==> src/rtl/rvh_l1d_ptw_req_arb.sv <==
// rvh_l1d_ptw_req_arb: one-walk-at-a-time PTW front end to the L1D load pipe with replay and held response
module rvh_l1d_ptw_req_arb #(
  parameter int PTW_ID_W     = 1,
  parameter int PADDR_W      = 56,
  parameter int DATA_W       = 64,
  parameter int REPLAY_CNT_W = 4
) (
  input  logic                    clk,
  input  logic                    rst,
  input  logic                    ptw_req_vld_i,
  input  logic [PTW_ID_W-1:0]     ptw_req_id_i,
  input  logic [PADDR_W-1:0]      ptw_req_paddr_i,
  output logic                    ptw_req_rdy_o,
  output logic                    walk_alloc_vld_o,
  output logic [PTW_ID_W-1:0]     walk_alloc_id_o,
  output logic [PADDR_W-1:0]      walk_alloc_paddr_o,
  input  logic                    replay_vld_i,
  input  logic [PTW_ID_W-1:0]     replay_id_i,
  input  logic [PADDR_W-1:0]      replay_paddr_i,
  output logic                    replay_rdy_o,
  output logic                    l1d_req_vld_o,
  output logic [PTW_ID_W-1:0]     l1d_req_id_o,
  output logic [PADDR_W-1:0]      l1d_req_paddr_o,
  input  logic                    l1d_req_rdy_i,
  input  logic                    l1d_resp_vld_i,
  input  logic [PTW_ID_W-1:0]     l1d_resp_id_i,
  input  logic [DATA_W-1:0]       l1d_resp_data_i,
  output logic                    ptw_resp_vld_o,
  output logic [PTW_ID_W-1:0]     ptw_resp_id_o,
  output logic [DATA_W-1:0]       ptw_resp_data_o,
  input  logic                    ptw_resp_rdy_i,
  output logic                    walk_done_o,
  output logic [REPLAY_CNT_W-1:0] replay_cnt_o,
  output logic                    busy_o
);
  typedef enum logic [1:0] {IDLE, REQ, WAIT, RESP} state_e;
  state_e                  state, state_nxt;
  logic [PTW_ID_W-1:0]     id_q;
  logic [PADDR_W-1:0]      paddr_q;
  logic [DATA_W-1:0]       data_q;
  logic [REPLAY_CNT_W-1:0] cnt_q;
  logic                    alloc_q;
  logic                    accept, replay, resp_hit;
  assign accept   = (state == IDLE) & ptw_req_vld_i;
  assign replay   = (state == WAIT) & replay_vld_i;
  assign resp_hit = (state == WAIT) & l1d_resp_vld_i & (l1d_resp_id_i == id_q);
  assign ptw_req_rdy_o      = state == IDLE;
  assign replay_rdy_o       = state == WAIT;
  assign l1d_req_vld_o      = state == REQ;
  assign ptw_resp_vld_o     = state == RESP;
  assign walk_done_o        = (state == RESP) & ptw_resp_rdy_i;
  assign busy_o             = state != IDLE;
  assign walk_alloc_vld_o   = alloc_q;
  assign walk_alloc_id_o    = id_q;
  assign walk_alloc_paddr_o = paddr_q;
  assign l1d_req_id_o       = id_q;
  assign l1d_req_paddr_o    = paddr_q;
  assign ptw_resp_id_o      = id_q;
  assign ptw_resp_data_o    = data_q;
  assign replay_cnt_o       = cnt_q;
  // a replay takes priority over a same-cycle matching response
  always_comb begin
    state_nxt = accept                            ? REQ  :
                (state == REQ) && l1d_req_rdy_i   ? WAIT :
                replay                            ? REQ  :
                resp_hit                          ? RESP :
                walk_done_o                       ? IDLE : state;
  end
  always_ff @(posedge clk or negedge rst) begin
    if (!rst) begin
      state   <= IDLE;
      id_q    <= '0;
      paddr_q <= '0;
      data_q  <= '0;
      cnt_q   <= '0;
      alloc_q <= 1'b0;
    end else begin
      state   <= state_nxt;
      alloc_q <= accept;
      if (accept) begin
        id_q    <= ptw_req_id_i;
        paddr_q <= ptw_req_paddr_i;
        cnt_q   <= '0;
      end
      if (replay) begin
        paddr_q <= replay_paddr_i;
        cnt_q   <= &cnt_q ? cnt_q : cnt_q + 1'b1;
      end
      if (resp_hit && !replay) data_q <= l1d_resp_data_i;
    end
  end
  a_replay_id: assert property (@(posedge clk) disable iff (!rst)
    replay |-> replay_id_i == id_q);
  a_l1d_req_stable: assert property (@(posedge clk) disable iff (!rst)
    l1d_req_vld_o && !l1d_req_rdy_i |=> $stable(l1d_req_id_o) && $stable(l1d_req_paddr_o));
  a_ptw_resp_stable: assert property (@(posedge clk) disable iff (!rst)
    ptw_resp_vld_o && !ptw_resp_rdy_i |=> $stable(ptw_resp_id_o) && $stable(ptw_resp_data_o));
  c_replay_drops_resp: cover property (@(posedge clk) disable iff (!rst) replay && resp_hit);
endmodule

==> config.mk <==
export PLATFORM = sky130hd
export DESIGN_NAME = rvh_l1d_ptw_req_arb
export DESIGN_NICKNAME = d
export VERILOG_FILES = /design/src/rtl/rvh_l1d_ptw_req_arb.sv
export SDC_FILE = /design/constraint.sdc
export NUM_CORES = 1
export LEC_CHECK = 0
export BUFFER_PORTS_ARGS = -buffer_cell sky130_fd_sc_hd__buf_4
export CAP_MARGIN = 10
export CELL_PAD_IN_SITES_DETAIL_PLACEMENT = 1
export CELL_PAD_IN_SITES_GLOBAL_PLACEMENT = 1
export CORE_AREA = 4 4 142 144
export DETAILED_ROUTE_END_ITERATION = 8
export DIE_AREA = 0 0 146 148
export PLACE_DENSITY_LB_ADDON = 0.2
export SLEW_MARGIN = 10
export SYNTH_ARGS = -nofsm -noshare
export SYNTH_HDL_FRONTEND = slang
export SYNTH_SLANG_ARGS = --single-unit
export TNS_END_PERCENT = 50
==> constraint.sdc <==
create_clock -name clk -period 2.7 [get_ports clk]
set_input_delay 0.405 -clock clk [delete_from_list [all_inputs] [get_ports clk]]
set_output_delay 0.405 -clock clk [all_outputs]
set_load 0.02 [all_outputs]
==> impl_summary.txt, run 1 <==
----------------------------------------------------
[Placed design]
  Setup WS pre-CTS ... slightly below 0.8 ns
  Placed cells ... around 960
  Placed cell areas ... slightly below 0.009 mm2
  Hpwl dp ... roughly 16000 um
  Number of buffers inserted by port buffering ... approximately 370
  Final weighted congestion of routability-driven global placement ... roughly 0.74

[Timing]
  Tmin final ... between 1.5 and 2 ns
  Sum of negative setup slack ... 0 ns
  Unrepaired setup endpoints after global routing ... false
  Actual slew at the worst max-slew pin ... 0.631 ns
  Max Fclk ... 518 MHz
  Setup-violating endpoint count in the final report ... 0
  Fin. Hold Viols ... 0
  Min setup slack post-route ... 0.768 ns
  Count of pins over their slew limit ... 0
  Fin Clk Skew ... 0.00890 ns
  Worst slack on hold paths ... between 0.2 and 0.25 ns
  Relative slew margins ... about 58%
  Tcrit/Tclk final ... 71.5%

[Global routing]
  Number of global-route vias before repair ... approximately 5400
  Global router's overall resource usage ... 19.0%
  Maximum number of pins on one net before global-route repair ... 70
  Initial antenna violation count ... 0
  First-pass GRT wire length ... between 30000 and 40000 um
  GRT overflow ... 0

[Logic synthesis]
  Number of synthesized register bits ... 128
  Instance count of the mapped netlist ... 433
  Main flop type after synthesis ... dfrtp_1
  Count of flip-flops with a built-in enable after synthesis ... 0
  Area share of the leading cell type in the synthesized netlist ... 51.8%
  Post-synth top area cell ... dfrtp_1
  Average instance area after synthesis ... 14.3 um2
  Count of unique library cells instantiated by Yosys ... 34
  Yosys warns ... 0
  Summed instance area of the synthesized netlist ... approximately 0.0062 mm2
  Share of the yosys chip area belonging to registers ... a little over 50%
  Main area contributors after synthesis ... dfrtp_1, mux2_4, a2bb2oi_2, buf_4, o22ai_1
  Async set-reset flop share out of synthesis ... 100%
  Number of nets produced by synthesis ... between 600 and 700

[Drt]
  DR pass1 iterations ... 4
  Mean number of vias per cell ... between 4 and 5
  Final antenna-violating net count ... 0
  DRC violations left ... 0
  Average wire per cell in the routed design ... approximately 21 um
  DRC violation total after the first TritonRoute iteration ... 92
  Total wire length ... ~21000 um
  DR vias ... between 4000 and 5000

[Hold path]
  Hold Path Cell Cnt ... 2
  Worst hold path class ... in2reg

[Run status]
  Run status ... complete, no violations

[Finish]
  Ant diodes ... 0
  Layout net count ... ~930
  Most used cells in the layout excluding fill and tap cells ... buf_4, dfrtp_1, mux2_4, o22ai_1, a2bb2oi_2
  Number of inserted filler cells in the final layout ... 1940
  Finished Layout Cells ... roughly 990
  Most common library cell in the layout ignoring fill and taps ... buf_4
  Post-route cell area ... approximately 0.0093 mm2
  Area Growth Syn to Fin ... 51.1%
  Layout cell share with drive strength beyond 1 ... about two thirds

[Power]
  Max rail drop VDD ... approximately 0.65 mV
  Leakage Power ... 0.00475 uW
  Power density relative to cell area ... between 1000 and 1500 mW/mm2

[Job]
  Max-cap check violation count ... 0

[Floorplanning]
  Overall die height ... 148 um
  Area inside the core boundary ... 0.0187 mm2
  Floorplan die width ... ~150 um
  Number of placed I/O pins ... approximately 380
  Die Area ... between 0.02 and 0.025 mm2
  Initial Utilization ... around 33%
  Row count ... 50

[CTS]
  Post-CTS resize count ... 0
  Setup fix buffers added after clock tree synthesis ... 0
  CTS tree ... built
  Clock insertion delay at the later pin of the skew report ... 0.41 ns
  Clock buffer count from CTS ... 17
  CTS Hold Bufs ... 1
  Buffers from clock root to sink, at most ... 2
  Number of clock sinks ... ~130
  Clock transition time at the flip-flop clock pins of the worst setup and hold paths ... ~0.06 ns
  Clock Tree Root ... clkbuf_16
  Maximum level of the CTS H-tree ... 4

[Critical path]
  Highest fanout seen on the critical path ... 16
  Class of the most critical setup path ... reg2out
  Startpoint class of the critical path ... flip-flop
  Type of element capturing the critical path ... primary output
  WP data arrival ... around 1.5 ns
  Cell with the largest stage delay on the worst path ... dfrtp_1
  R2R depth ... 4
  Worst EP required ... ~2.3 ns
  Cell chain of the critical path ... inv_2, nor2_1, buf_4
  CP max stage delay ... approximately 0.47 ns

----------------------------------------------------
==> final timing paths <==
check / startpoint / end / slack (ns)
max: state[0]$_DFFE_PN0P_ / l1d_req_vld_o / 0.77
min reg2reg: ptw_resp_data_o[34]$_DFFE_PN0P_ / ptw_resp_data_o[34]$_DFFE_PN0P_ / 0.51
min: l1d_resp_data_i[19] / ptw_resp_data_o[19]$_DFFE_PN0P_ / 0.22
max in group asynchronous: rst / walk_alloc_vld_o$_DFF_PN0_ / 1.44
min in group asynchronous: rst / l1d_req_paddr_o[14]$_DFFE_PN0P_ / 0.49
max reg2reg: state[1]$_DFFE_PN0P_ / l1d_req_paddr_o[23]$_DFFE_PN0P_ / 0.80
==> state kept, by name, indices dropped and copies added (netlist names) <==
signal,cells
l1d_req_paddr_o,56
ptw_resp_data_o,64
walk_alloc_vld_o,1
state,2
l1d_req_id_o,1
replay_cnt_o,4
==> cell type report <==
class,count,area (um2),share of cell area [%]
multi-input cells,208,2240,24.0
repair buffers,385,2940,31.5
clock inverters,14,205,2.20
well taps,234,293,3.13
inverters,7,31.3,0.335
clock buffers,18,429,4.59
flip-flops and latches,128,3200,34.3
==> layer usage <==
| layer | vias up | GRT usage, % | wire length, um |
|---|---|---|---|
| li1 | 2179 | - | - |
| met1 | 2420 | 20.8 | 7610 |
| met2 | 178 | 36.6 | 12000 |
| met3 | 11 | 5.36 | 1150 |
| met4 | 0 | 3.62 | 170 |
| met5 | - | 0 | 0 |
==> cells by family (layout without fill, tap and decap cells) <==
logic type	Yosys count	count (layout)	share of synthesized area [%]
DFF	128	128	51.8
AOI/OAI and AO/OA	120	120	17.6
buffers and inverters	97	424	12.1
muxes	67	67	15.8
and+or+nand+nor	19	19	2.23
adders and majority gates	1	1	0.202
xor gates and xnor gates	1	1	0.263
==> synth_stat cells (2+ instances only) <==
master	instances
nand2b_4	2
nor2_1	2
nand2_1	4
a31oi_1	2
buf_6	4
buf_2	13
nand3_1	2
clkbuf_1	6
inv_1	6
mux2_4	60
mux2i_1	2
a2bb2oi_1	26
mux2_2	5
and3_1	3
buf_4	60
o22ai_1	57
buf_12	6
a2bb2oi_2	30
dfrtp_1	128
==> critical path: cells and delay by family, from the launching register on <==
family,cells,cell delay [ns]
flops,1,0.47
buf+inv,2,0.53
simple gates,1,0.11
==> power by group <==
group | internal (uW) | switching, uW
Sequential | 2790 | 810
Combinational | 3190 | 3280
Clock | 1560 | 922
==> per-stage QoR <==
step / power (uW) / utilization [%]
final: 12600 / 50.0
after floorplan: 7770 / -
after detailed placement: 10200 / 46.5
after global placement: 10000 / 46.5
after global routing: 13200 / 50.0
after CTS: 12700 / 50.0
Power figures use the tool's default switching activity.
==> inputs of run 2 (changes only) <==
- CORE_AREA: 4 4 142 144 -> not set
- CORE_MARGIN: not set -> 4
- CORE_UTILIZATION: not set -> 33
- DIE_AREA: 0 0 146 148 -> not set
- clock period: 2.7 -> 1.8 ns (I/O delays scaled with it)
==> impl_summary.txt, run 2 (synthesized netlist as in run 1, its figures left out) <==
----------------------------------------------------
[Run status]
  Run status ... complete, no violations

[Finish]
  Ant diodes ... 0 (unchanged)
  Layout cell share with drive strength beyond 1 ... 68.3% (about the same)
  Area Growth Syn to Fin ... 50.7%
  Layout net count ... 935 (+0.11%)
  Number of inserted filler cells in the final layout ... 1919 (-1.1%)
  Utilization after layout ... 51.2% (+1.2 points)
  Most common library cell in the layout ignoring fill and taps ... buf_4
  Max reg flops ... 64 (unchanged)
  Most used cells in the layout excluding fill and tap cells ... buf_4, dfrtp_1, mux2_4, o22ai_1, a2bb2oi_2

[Timing]
  Relative slew margins ... 75.2% (+17 points)
  Setup-violating endpoint count in the final report ... 0 (unchanged)
  Max Fclk ... slightly below 600 MHz
  Sum of negative setup slack ... 0 ns (unchanged)
  Unrepaired setup endpoints after global routing ... false
  Tmin final ... ~1.7 ns
  Tcrit/Tclk final ... roughly 94%
  Actual slew at the worst max-slew pin ... 0.373 ns (-0.259 ns)
  Fin. Hold Viols ... 0 (unchanged)
  Count of pins over their slew limit ... 0 (unchanged)
  Worst slack on hold paths ... 0.0845 ns (-0.133 ns)
  Fin Clk Skew ... 0.00646 ns (-0.00244 ns)

[Floorplanning]
  Initial Utilization ... 34.0% (+0.90 points)
  Number of placed I/O pins ... 376 (unchanged)
  Row count ... 49 (-2.0%)
  Floorplan die width ... 145 um (-0.76%)
  Area inside the core boundary ... 0.0182 mm2 (-2.7%)
  Overall die height ... 145 um (-2.1%)
  Die Area ... 0.0210 mm2 (-2.9%)

[Power]
  Power density relative to cell area ... 1970 mW/mm2 (+47%)
  Post-layout total power ... 18400 uW (+46%)
  Max rail drop VDD ... 0.903 mV (+38%)
  Leakage Power ... 0.00474 uW (-0.13%)

[CTS]
  Number of clock sinks ... 128 (unchanged)
  Clock Tree Root ... clkbuf_16
  CTS tree ... built
  Setup fix buffers added after clock tree synthesis ... 0 (unchanged)
  Clock buffer count from CTS ... 17 (unchanged)
  Maximum level of the CTS H-tree ... 4 (unchanged)
  Buffers from clock root to sink, at most ... 2 (unchanged)
  Post-CTS resize count ... 0 (unchanged)
  Clock transition time at the flip-flop clock pins of the worst setup and hold paths ... 0.06 ns (about the same)
  Clock insertion delay at the later pin of the skew report ... 0.41 ns (about the same)

[Critical path]
  Type of element capturing the critical path ... primary output
  Worst reg2reg setup slack ... 0.12 ns (-0.68 ns)
  CP max stage delay ... 0.37 ns (-0.10 ns)
  Worst EP required ... 1.53 ns (-0.77 ns)
  Capture point of the worst reg-to-reg path ... l1d_req_paddr_o[17]$_DFFE_PN0P_
  Class of the most critical setup path ... reg2out
  Cell chain of the critical path ... buf_4, inv_2, nor2_1, buf_4
  R2R depth ... 5 (+1)
  WP data arrival ... 1.42 ns (-0.11 ns)
  Reg2reg start ... state[1]$_DFFE_PN0P_
  Setup crit start ... state[0]$_DFFE_PN0P_
  Most numerous cell on the critical path ... buf_4
  Highest fanout seen on the critical path ... 12 (-4)
  End point of the critical path ... l1d_req_vld_o
  Cell with the largest stage delay on the worst path ... dfrtp_1
  Startpoint class of the critical path ... flip-flop

[Global routing]
  Number of global-route vias before repair ... 5213 (-3.5%)
  GRT overflow ... 0 (unchanged)
  Global router's overall resource usage ... 18.6% (-0.34 points)
  Initial antenna violation count ... 0 (unchanged)
  First-pass GRT wire length ... 29800 um (-7.0%)
  Maximum number of pins on one net before global-route repair ... 67 (-4.3%)

[Placed design]
  Final weighted congestion of routability-driven global placement ... 0.749 (+0.77%)
  Hpwl dp ... 15500 um (-3.3%)
  Number of buffers inserted by port buffering ... 374 (unchanged)

[Drt]
  DRC violations left ... 0 (unchanged)
  DR vias ... 4791 (+0.063%)
  DRC violation total after the first TritonRoute iteration ... 144 (+57%)
  Mean number of vias per cell ... 4.84 (+0.47%)
  Final antenna-violating net count ... 0 (unchanged)
  Total wire length ... 20500 um (-2.1%)
  DR pass1 iterations ... 4 (unchanged)
  Average wire per cell in the routed design ... 20.7 um (-1.7%)

[Job]
  Max-cap check violation count ... 0 (unchanged)

[Hold path]
  Start point of the worst min-delay path ... l1d_resp_data_i[5]
  Worst hold path class ... in2reg

----------------------------------------------------
-- run 2: cell count changes in the layout (fill, tap and decap cells not counted) --
| cell | delta |
|---|---|
| buf_4 | -3 |
| clkinvlp_4 | +1 |
| clkinv_4 | -3 |
| inv_6 | -1 |
| bufinv_16 | -3 |
| clkinv_2 | +5 |
| buf_12 | +4 |
| clkbuf_8 | +1 |
-- run 2: worst min-delay path by stage --
| stage | to | slack, ns | cells past startpoint |
|---|---|---|---|
| floorplan | l1d_req_id_o$_DFFE_PN0P_ | -0.03 | 0 |
| global placement | l1d_req_paddr_o[11]$_DFFE_PN0P_ | 0.12 | 1 |
| detailed placement | l1d_req_paddr_o[11]$_DFFE_PN0P_ | 0.12 | 1 |
| CTS | ptw_resp_data_o[5]$_DFFE_PN0P_ | 0.06 | 2 |
| global route | ptw_resp_data_o[60]$_DFFE_PN0P_ | 0.06 | 2 |
| finish | ptw_resp_data_o[5]$_DFFE_PN0P_ | 0.08 | 2 |
-- run 2: area by class of cell --
cell class / instances / area (um2) / share of cell area [%]
Clock inverter: 13 / 113 / 1.21
Inverter: 7 / 31.3 / 0.336
Clock buffer: 19 / 443 / 4.75
Multi-Input combinational cell: 208 / 2240 / 24.0
Sequential cell: 128 / 3200 / 34.4
Timing Repair Buffer: 386 / 3000 / 32.2
Tap cell: 229 / 287 / 3.08
-- run 2: where the power goes --
group	leakage, uW	switching (uW)	internal (uW)	total, uW
Clock	0.000269	1300	1930	3230
Sequential	0.00153	1140	4190	5330
Combinational	0.00294	4990	4830	9820
Total	0.00474	7430	11000	18400
-- run 2: repair_timing --
item | in CTS | in global routing
endpoints found under the hold margin | 96 | 0
hold buffers | 1 | 0
setup endpoints to repair | 0 | 0
-- run 2: through the flow --
| step | setup WS [ns] | cells | area, um2 |
|---|---|---|---|
| finish | 0.106 | 990 | 9320 |
| global route | 0.0162 | 990 | 9320 |
| CTS | 0.0786 | 990 | 9320 |
| detailed placement | 0.0964 | 957 | 8750 |
| global placement | 0.203 | 957 | 8750 |
| floorplan | 0.221 | 433 | 6180 |
-- run 2: per-layer routing --
layer  track usage (%)  wire length, um  up-vias
li1                  -                -     2186
met1              20.8             7470     2394
met2              34.6            11400      189
met3              4.73             1330       22
met4              5.65              318        0
met5                 0                0        -
-- run 2: worst max-delay path, delay by kind of cell, from the launching register on --
kind / cells / cell delay [ns]
buffers and inverters: 3 / 0.55
DFF: 1 / 0.37
and+or+nand+nor: 1 / 0.09
